### src/rtl/systolic_pkg.sv
// systolic_pkg: shared sizes, FSM encoding and diagonal-skew helper for the systolic feeder
package systolic_pkg;

    localparam int N_DEF  = 6;
    localparam int K_DEF  = 6;
    localparam int DW_DEF = 32;

    typedef enum logic [1:0] {LOAD, CLR, RUN, DONE} state_t;

    // K is at most 64, so a 6-bit index always reaches every stored element
    typedef struct packed {
        logic       ok;
        logic [5:0] idx;
    } skew_t;

    // Lane `lane` sees element t-lane at run time t; ok is low outside the K-wide window
    function automatic skew_t skew_idx(input int t, input int lane, input int k);
        skew_t s;
        int    d;
        d     = t - lane;
        s.ok  = (d >= 0) && (d < k);
        s.idx = 6'(d);
        return s;
    endfunction

endpackage

### src/rtl/systolic_feeder_if.sv
// systolic_feeder_if: host load stream, array feed buses and result handshake
interface systolic_feeder_if
    import systolic_pkg::*;
#(
    parameter int N  = N_DEF,
    parameter int DW = DW_DEF
);
    logic            in_valid;
    logic            in_ready;
    logic [DW-1:0]   in_data;
    logic [N*DW-1:0] a_out;
    logic [N*DW-1:0] b_out;
    logic            array_clr;
    logic            busy;
    logic            res_valid;
    logic            res_ack;

    modport master (
        input  in_valid, in_data, res_ack,
        output in_ready, a_out, b_out, array_clr, busy, res_valid
    );

    modport slave (
        output in_valid, in_data, res_ack,
        input  in_ready, a_out, b_out, array_clr, busy, res_valid
    );
endinterface

### src/rtl/systolic_feed_lane.sv
// systolic_feed_lane: one row or column feed; emits its stored element in its skewed slot, else zero
module systolic_feed_lane
    import systolic_pkg::*;
#(
    parameter int K    = K_DEF,
    parameter int DW   = DW_DEF,
    parameter int TW   = 4,
    parameter int LANE = 0
) (
    input  logic          en,
    input  logic [TW-1:0] t,
    input  logic [DW-1:0] elems [K],
    output logic [DW-1:0] data
);
    skew_t s;

    // Select the element due at time t; out-of-window lanes stay exactly zero
    always_comb begin
        s    = skew_idx(int'(t), LANE, K);
        data = '0;
        for (int k = 0; k < K; k++) begin
            if (en && s.ok && s.idx == 6'(k)) data = elems[k];
        end
    end
endmodule

### src/rtl/systolic_feeder.sv
// systolic_feeder: buffers A (NxK) and B (KxN), then streams them skewed into an NxN systolic array.
// Optional SYSTOLIC_FEEDER_PERF_EN adds perf_cycles (first load beat to DONE entry, saturating).
module systolic_feeder
    import systolic_pkg::*;
#(
    parameter int N  = N_DEF,
    parameter int K  = K_DEF,
    parameter int DW = DW_DEF
) (
    input logic clk,
    input logic rst,
    systolic_feeder_if.master bus
`ifdef SYSTOLIC_FEEDER_PERF_EN
    ,
    output logic [31:0] perf_cycles
`endif
);
    localparam int NK  = N * K;
    localparam int TOT = 2 * NK;
    localparam int T   = K + 2 * N - 2;
    localparam int CW  = $clog2(TOT + 1);
    localparam int MW  = $clog2(TOT);
    localparam int TW  = $clog2(K + 2 * N);

    state_t        state_q, state_d;
    logic [CW-1:0] ld_cnt_q, ld_cnt_d;
    logic [TW-1:0] t_q, t_d;
    logic          clr_hold_q, clr_hold_d;
    logic [DW-1:0] mem_q [TOT];
    logic          accept;
    logic          feed_en;

    assign accept = bus.in_valid && !rst && state_q == LOAD;

    // Control state; reset discards any partial load and re-arms the array clear
    always_ff @(posedge clk) begin
        if (rst) begin
            state_q    <= LOAD;
            ld_cnt_q   <= '0;
            t_q        <= '0;
            clr_hold_q <= 1'b1;
        end else begin
            state_q    <= state_d;
            ld_cnt_q   <= ld_cnt_d;
            t_q        <= t_d;
            clr_hold_q <= clr_hold_d;
        end
    end

    // Operand storage: A row-major at 0..NK-1, B column-major at NK..2NK-1, so each lane is contiguous
    always_ff @(posedge clk) begin
        if (accept) mem_q[ld_cnt_q[MW-1:0]] <= bus.in_data;
    end

    // Next-state sequencing and handshake/status outputs
    always_comb begin
        state_d       = state_q;
        ld_cnt_d      = ld_cnt_q;
        t_d           = t_q;
        clr_hold_d    = clr_hold_q;
        bus.in_ready  = !rst && state_q == LOAD;
        bus.busy      = !rst && (state_q == CLR || state_q == RUN);
        bus.res_valid = !rst && state_q == DONE;
        bus.array_clr = rst || clr_hold_q || state_q == CLR;
        feed_en       = !rst && state_q == RUN;
        case (state_q)
            LOAD: begin
                if (accept) begin
                    ld_cnt_d = ld_cnt_q + CW'(1);
                    if (ld_cnt_q == CW'(TOT - 1)) begin
                        state_d  = CLR;
                        ld_cnt_d = '0;
                    end
                end
            end
            CLR: begin
                state_d    = RUN;
                t_d        = '0;
                clr_hold_d = 1'b0;
            end
            RUN: begin
                t_d = t_q + TW'(1);
                if (t_q == TW'(T - 1)) begin
                    state_d = DONE;
                    t_d     = '0;
                end
            end
            DONE: begin
                if (bus.res_ack) state_d = LOAD;
            end
            default: state_d = LOAD;
        endcase
    end

    for (genvar i = 0; i < N; i++) begin : g_lane
        logic [DW-1:0] row [K];
        logic [DW-1:0] col [K];
        logic [DW-1:0] a_lane;
        logic [DW-1:0] b_lane;
        for (genvar k = 0; k < K; k++) begin : g_elem
            assign row[k] = mem_q[i * K + k];
            assign col[k] = mem_q[NK + i * K + k];
        end
        systolic_feed_lane #(.K(K), .DW(DW), .TW(TW), .LANE(i)) u_row (
            .en   (feed_en),
            .t    (t_q),
            .elems(row),
            .data (a_lane)
        );
        systolic_feed_lane #(.K(K), .DW(DW), .TW(TW), .LANE(i)) u_col (
            .en   (feed_en),
            .t    (t_q),
            .elems(col),
            .data (b_lane)
        );
        assign bus.a_out[i*DW +: DW] = a_lane;
        assign bus.b_out[i*DW +: DW] = b_lane;
    end

`ifdef SYSTOLIC_FEEDER_PERF_EN
    logic [31:0] perf_cnt_q, perf_cnt_d, perf_q, perf_d, perf_inc;

    // Running cycle count starts on the first accepted beat; latched as the FSM enters DONE
    always_comb begin
        perf_inc   = (perf_cnt_q == '1) ? perf_cnt_q : perf_cnt_q + 32'd1;
        perf_cnt_d = perf_cnt_q;
        perf_d     = perf_q;
        case (state_q)
            LOAD: perf_cnt_d = (accept && ld_cnt_q == '0) ? 32'd1 : (ld_cnt_q != '0) ? perf_inc : perf_cnt_q;
            CLR:  perf_cnt_d = perf_inc;
            RUN: begin
                perf_cnt_d = perf_inc;
                perf_d     = (t_q == TW'(T - 1)) ? perf_inc : perf_q;
            end
            default: perf_cnt_d = perf_cnt_q;
        endcase
    end

    // Performance counter registers
    always_ff @(posedge clk) begin
        if (rst) begin
            perf_cnt_q <= '0;
            perf_q     <= '0;
        end else begin
            perf_cnt_q <= perf_cnt_d;
            perf_q     <= perf_d;
        end
    end

    assign perf_cycles = perf_q;
`endif
endmodule

### src/flat_wrapper.sv
// flat-port wrapper written by rule: the top's interface ports become plain ports
module systolic_feeder_flat import systolic_pkg::*;
#(
    parameter int N  = N_DEF,
    parameter int K  = K_DEF,
    parameter int DW = DW_DEF
)
  (clk, rst, bus_in_valid, bus_in_data, bus_res_ack, bus_in_ready, bus_a_out, bus_b_out, bus_array_clr, bus_busy, bus_res_valid);
  systolic_feeder_if #(.N(N), .DW(DW)) bus_i ();
  input logic clk;
  input logic rst;
  input wire logic [$bits(bus_i.in_valid)-1:0] bus_in_valid;
  input wire logic [$bits(bus_i.in_data)-1:0] bus_in_data;
  input wire logic [$bits(bus_i.res_ack)-1:0] bus_res_ack;
  output wire logic [$bits(bus_i.in_ready)-1:0] bus_in_ready;
  output wire logic [$bits(bus_i.a_out)-1:0] bus_a_out;
  output wire logic [$bits(bus_i.b_out)-1:0] bus_b_out;
  output wire logic [$bits(bus_i.array_clr)-1:0] bus_array_clr;
  output wire logic [$bits(bus_i.busy)-1:0] bus_busy;
  output wire logic [$bits(bus_i.res_valid)-1:0] bus_res_valid;
  assign bus_i.in_valid = bus_in_valid;
  assign bus_i.in_data = bus_in_data;
  assign bus_i.res_ack = bus_res_ack;
  assign bus_in_ready = bus_i.in_ready;
  assign bus_a_out = bus_i.a_out;
  assign bus_b_out = bus_i.b_out;
  assign bus_array_clr = bus_i.array_clr;
  assign bus_busy = bus_i.busy;
  assign bus_res_valid = bus_i.res_valid;
  systolic_feeder #(.N(N), .K(K), .DW(DW)) u_core (.clk(clk), .rst(rst), .bus(bus_i));
endmodule
### config.mk
export PLATFORM = sky130hd
export DESIGN_NAME = systolic_feeder_flat
export DESIGN_NICKNAME = d
export VERILOG_FILES = /design/src/rtl/systolic_pkg.sv /design/src/rtl/systolic_feeder_if.sv /design/src/rtl/systolic_feed_lane.sv /design/src/rtl/systolic_feeder.sv /design/src/flat_wrapper.sv
export SDC_FILE = /design/constraint.sdc
export NUM_CORES = 2
export LEC_CHECK = 0
export ABC_AREA = 0
export CAP_MARGIN = 20
export CORE_MARGIN = 4
export CORE_UTILIZATION = 40
export DETAILED_ROUTE_END_ITERATION = 12
export PLACE_DENSITY_LB_ADDON = 0.12
export REMOVE_ABC_BUFFERS = 1
export SKIP_CTS_REPAIR_TIMING = 1
export SLEW_MARGIN = 20
export SYNTH_ARGS = -nofsm -noshare
export SYNTH_HDL_FRONTEND = slang
export SYNTH_SLANG_ARGS = --single-unit
### constraint.sdc
create_clock -name clk -period 9.9 [get_ports clk]
set_input_delay 1.98 -clock clk [delete_from_list [all_inputs] [get_ports clk]]
set_output_delay 1.98 -clock clk [all_outputs]
set_load 0.01 [all_outputs]
==> flow_metrics.env <==
export IMPL_synth_edff_count=2304
export IMPL_holdCritStartpoint="u_core.clr_hold_q"
export IMPL_timing_final_crit_period_ns=8.27
export IMPL_synth_area_per_cell_um2=15.9
export IMPL_crit_fanout=52
export IMPL_wl_per_cell_um=30.8
export IMPL_reg2reg_to="u_core.mem_q[3][3]"
export IMPL_critPathKind="reg -> out"
export IMPL_coreArea_mm2=0.223
export IMPL_wirelength_mm=285
export IMPL_die_h_um=482
export IMPL_synth_yosys_seq_area_share=0.775
export IMPL_ios=424
export IMPL_rsz0062_at_grt="false"
export IMPL_overflow=0
export IMPL_ys_flop_type="edfxtp_1"
export IMPL_dr_pass1_iters=10
export IMPL_power_density_mw_per_mm2=190
export IMPL_clkLatencyLatePin_ns=0.89
export IMPL_setup_violations=0
export IMPL_start_util=0.403
export IMPL_relSlewSlack=0.245
export IMPL_ys_warn_count=0
export IMPL_drc=0
export IMPL_cp_arrival_ns=6.29
export IMPL_drt_iter0_drc=5818
export IMPL_hold_viol_final=0
export IMPL_cp_slowest_cell="nand4_1"
export IMPL_holdPathStages=2
export IMPL_worst_pin_slew_ns=1.13
export IMPL_place_ws_ns=1.96
export IMPL_ant_nets=0
export IMPL_drv_cap=0
export IMPL_io_buffers=423
export IMPL_dieArea_mm2=0.232
export IMPL_antenna_found_initial=25
export IMPL_synth_cell_types=73
export IMPL_synth_area_mm2=0.0897
export IMPL_netlist_area_leader_share=0.771
export IMPL_worstPathRequired_ns=7.92
export IMPL_viasPerCell=5.90
export IMPL_synth_async_reset_ratio=0
export IMPL_drive_above_1_share=0.114
export IMPL_fp_row_count=173
export IMPL_fin_nets=6112
export IMPL_clock_sinks=2319
export IMPL_vias=54500
export IMPL_post_route_util=0.479
export IMPL_slew_viol_final=0
export IMPL_cts_buffers_inserted=236
export IMPL_ir_drop_mv=0.163
export IMPL_yosys_area_top_type="edfxtp_1"
export IMPL_worstRegToRegCells=7
export IMPL_crit_reg2reg_launch="u_core.state_q[1]"
export IMPL_clockBufferDepth=3
export IMPL_worst_path_most_repeated_cell="buf_4"
export IMPL_synth_seq_cells=2319
export IMPL_finClkSkew_ns=0.0362
export IMPL_htreeDepth=4
export IMPL_grt_pass1_wl_mm=402
export IMPL_clock_fmax_mhz=121
export IMPL_final_cell_mix="edfxtp_1, clkdlybuf4s50_1, nand2_1"
export IMPL_die_w_um=482
export IMPL_hp_class="reg -> reg"
export IMPL_routabilityCongestion=0.773
export IMPL_cts_root_buf="clkbuf_16"
export IMPL_reg2reg_setup_slack_ns=6.48
export IMPL_grt_max_degree=174
export IMPL_grt_pass1_vias=52600
export IMPL_final_common_cell="edfxtp_1"
export IMPL_holdPathEnd="u_core.clr_hold_q"
export IMPL_grt_usage=0.239
export IMPL_leakagePower_nw=33.5
export IMPL_postSynthCellCount=5658
export IMPL_status="complete, no violations"
export IMPL_finalCritPeriodShare=0.836
export IMPL_worstSetupStartpointType="flip-flop"
export IMPL_fin_ws_ns=1.63
export IMPL_max_stage_delay_ns=0.97
export IMPL_synthTopCellsByArea="edfxtp_1, a22o_1, a221oi_1"
export IMPL_crit_chain="ha_4 -> buf_4 -> buf_4 -> nand4_1 -> buf_4 -> a21oi_1 -> clkdlybuf4s50_1"
export IMPL_cts_tree="yes"
export IMPL_cts_reportedPaths_clkPinSlew_ns=0.06
export IMPL_dp_hpwl_mm=157
export IMPL_area_growth_pct=18.8
export IMPL_crit_path_end_kind="output port"
worst max-delay path by stage:
stage                        from        endpoint  slack [ns]  cells after the start
floorplan           u_core.t_q[0]  bus_a_out[128]       -8.91                      5
global placement              rst  bus_b_out[109]        2.01                     10
detailed placement            rst  bus_b_out[109]        1.96                     10
CTS                 u_core.t_q[1]   bus_b_out[82]        1.53                      7
global route        u_core.t_q[3]  bus_b_out[109]        1.36                     11
finish              u_core.t_q[1]   bus_b_out[94]        1.63                      7
cell type report:
cell class / instances / area [um2]
Multi-Input combinational cell: 2745 / 18800
Timing Repair Buffer: 607 / 6100
Antenna cell: 12 / 30.0
Tap cell: 2975 / 3720
Clock inverter: 164 / 1880
Clock buffer: 275 / 6070
Inverter: 144 / 541
Sequential cell: 2319 / 69500
Fill cell: 19000 / 116000
per-stage QoR:
stage               setup TNS (ns)  hold slack (ns)  cells  total power [mW]  instance area (um2)
finish                           0            0.473   9241              20.2               107000
global route                     0            0.501   9232              20.8               107000
CTS                              0            0.473   9222              20.4               106000
detailed placement               0            0.457   8783              11.3                98400
global placement                 0            0.453   8757              11.3                97800
floorplan                 -1953.06            0.436   5208              11.0                87900
synthesized netlist by cell type (all sizes together), types with 7 or more instances:
| cell type | number |
|---|---|
| edfxtp | 2304 |
| nor3 | 76 |
| a22oi | 131 |
| and3 | 7 |
| nand2b | 7 |
| ha | 23 |
| nor2 | 181 |
| o31a | 44 |
| a22o | 179 |
| o22a | 47 |
| or3 | 69 |
| o31ai | 40 |
| o22ai | 111 |
| nand3b | 55 |
| a221o | 79 |
| and2 | 10 |
| clkbuf | 371 |
| o21ai | 251 |
| buf | 79 |
| o21a | 17 |
| a221oi | 171 |
| nand2 | 342 |
| nor2b | 76 |
| o32ai | 23 |
| o2bb2ai | 19 |
| a2bb2oi | 33 |
| a21oi | 282 |
| o221ai | 44 |
| nand4 | 54 |
| o211ai | 18 |
| inv | 144 |
| a31oi | 66 |
| o221a | 71 |
| nand3 | 83 |
| dfxtp | 15 |
| a21o | 43 |
| a222oi | 47 |
power by group:
| group | switching (mW) | total (mW) | internal (mW) | leakage [nW] |
|---|---|---|---|---|
| logic | 0.260 | 0.291 | 0.0310 | 8.84 |
| registers | 0.00285 | 10.8 | 10.8 | 20.8 |
| clock network | 3.86 | 9.14 | 5.28 | 3.87 |
| total | 4.12 | 20.2 | 16.1 | 33.5 |
flip-flops by register name (all words and copies together) (netlist names):
name,count
u_core.clr_hold_q,1
u_core.ld_cnt_q,7
u_core.mem_q,2304
u_core.state_q,2
u_core.t_q,5
worst max-delay path, delay by kind of cell (launching register included):
| kind | cells | cell delay [ns] |
|---|---|---|
| AOI/OAI and AO/OA | 1 | 0.53 |
| adders and majority gates | 1 | 0.63 |
| buffers and inverters | 4 | 2.60 |
| DFF | 1 | 0.65 |
| and+or+nand+nor | 1 | 0.97 |
layer usage:
| metal | up-vias | track usage | routed length, um |
|---|---|---|---|
| met3 | 327 | 0.0416 | 20600 |
| met4 | 2 | 0.0632 | 6760 |
| met5 | - | 0 | 8 |
| li1 | 23700 | - | - |
| met2 | 2162 | 0.377 | 134000 |
| met1 | 28300 | 0.344 | 123000 |
cells by family (layout without fill, tap and decap cells):
family / after synthesis / after routing / share of synthesized area
compound gates: 1735 / 1735 / 0.143
other cells: 0 / 12 / 0
buf+inv: 594 / 1190 / 0.0255
flops: 2319 / 2319 / 0.775
simple gates: 973 / 973 / 0.0521
xor+xnor: 10 / 10 / 0.00106
mux: 4 / 4 / 0.000586
fa+ha+maj: 23 / 23 / 0.00321
(Power assumes the default switching activity.)
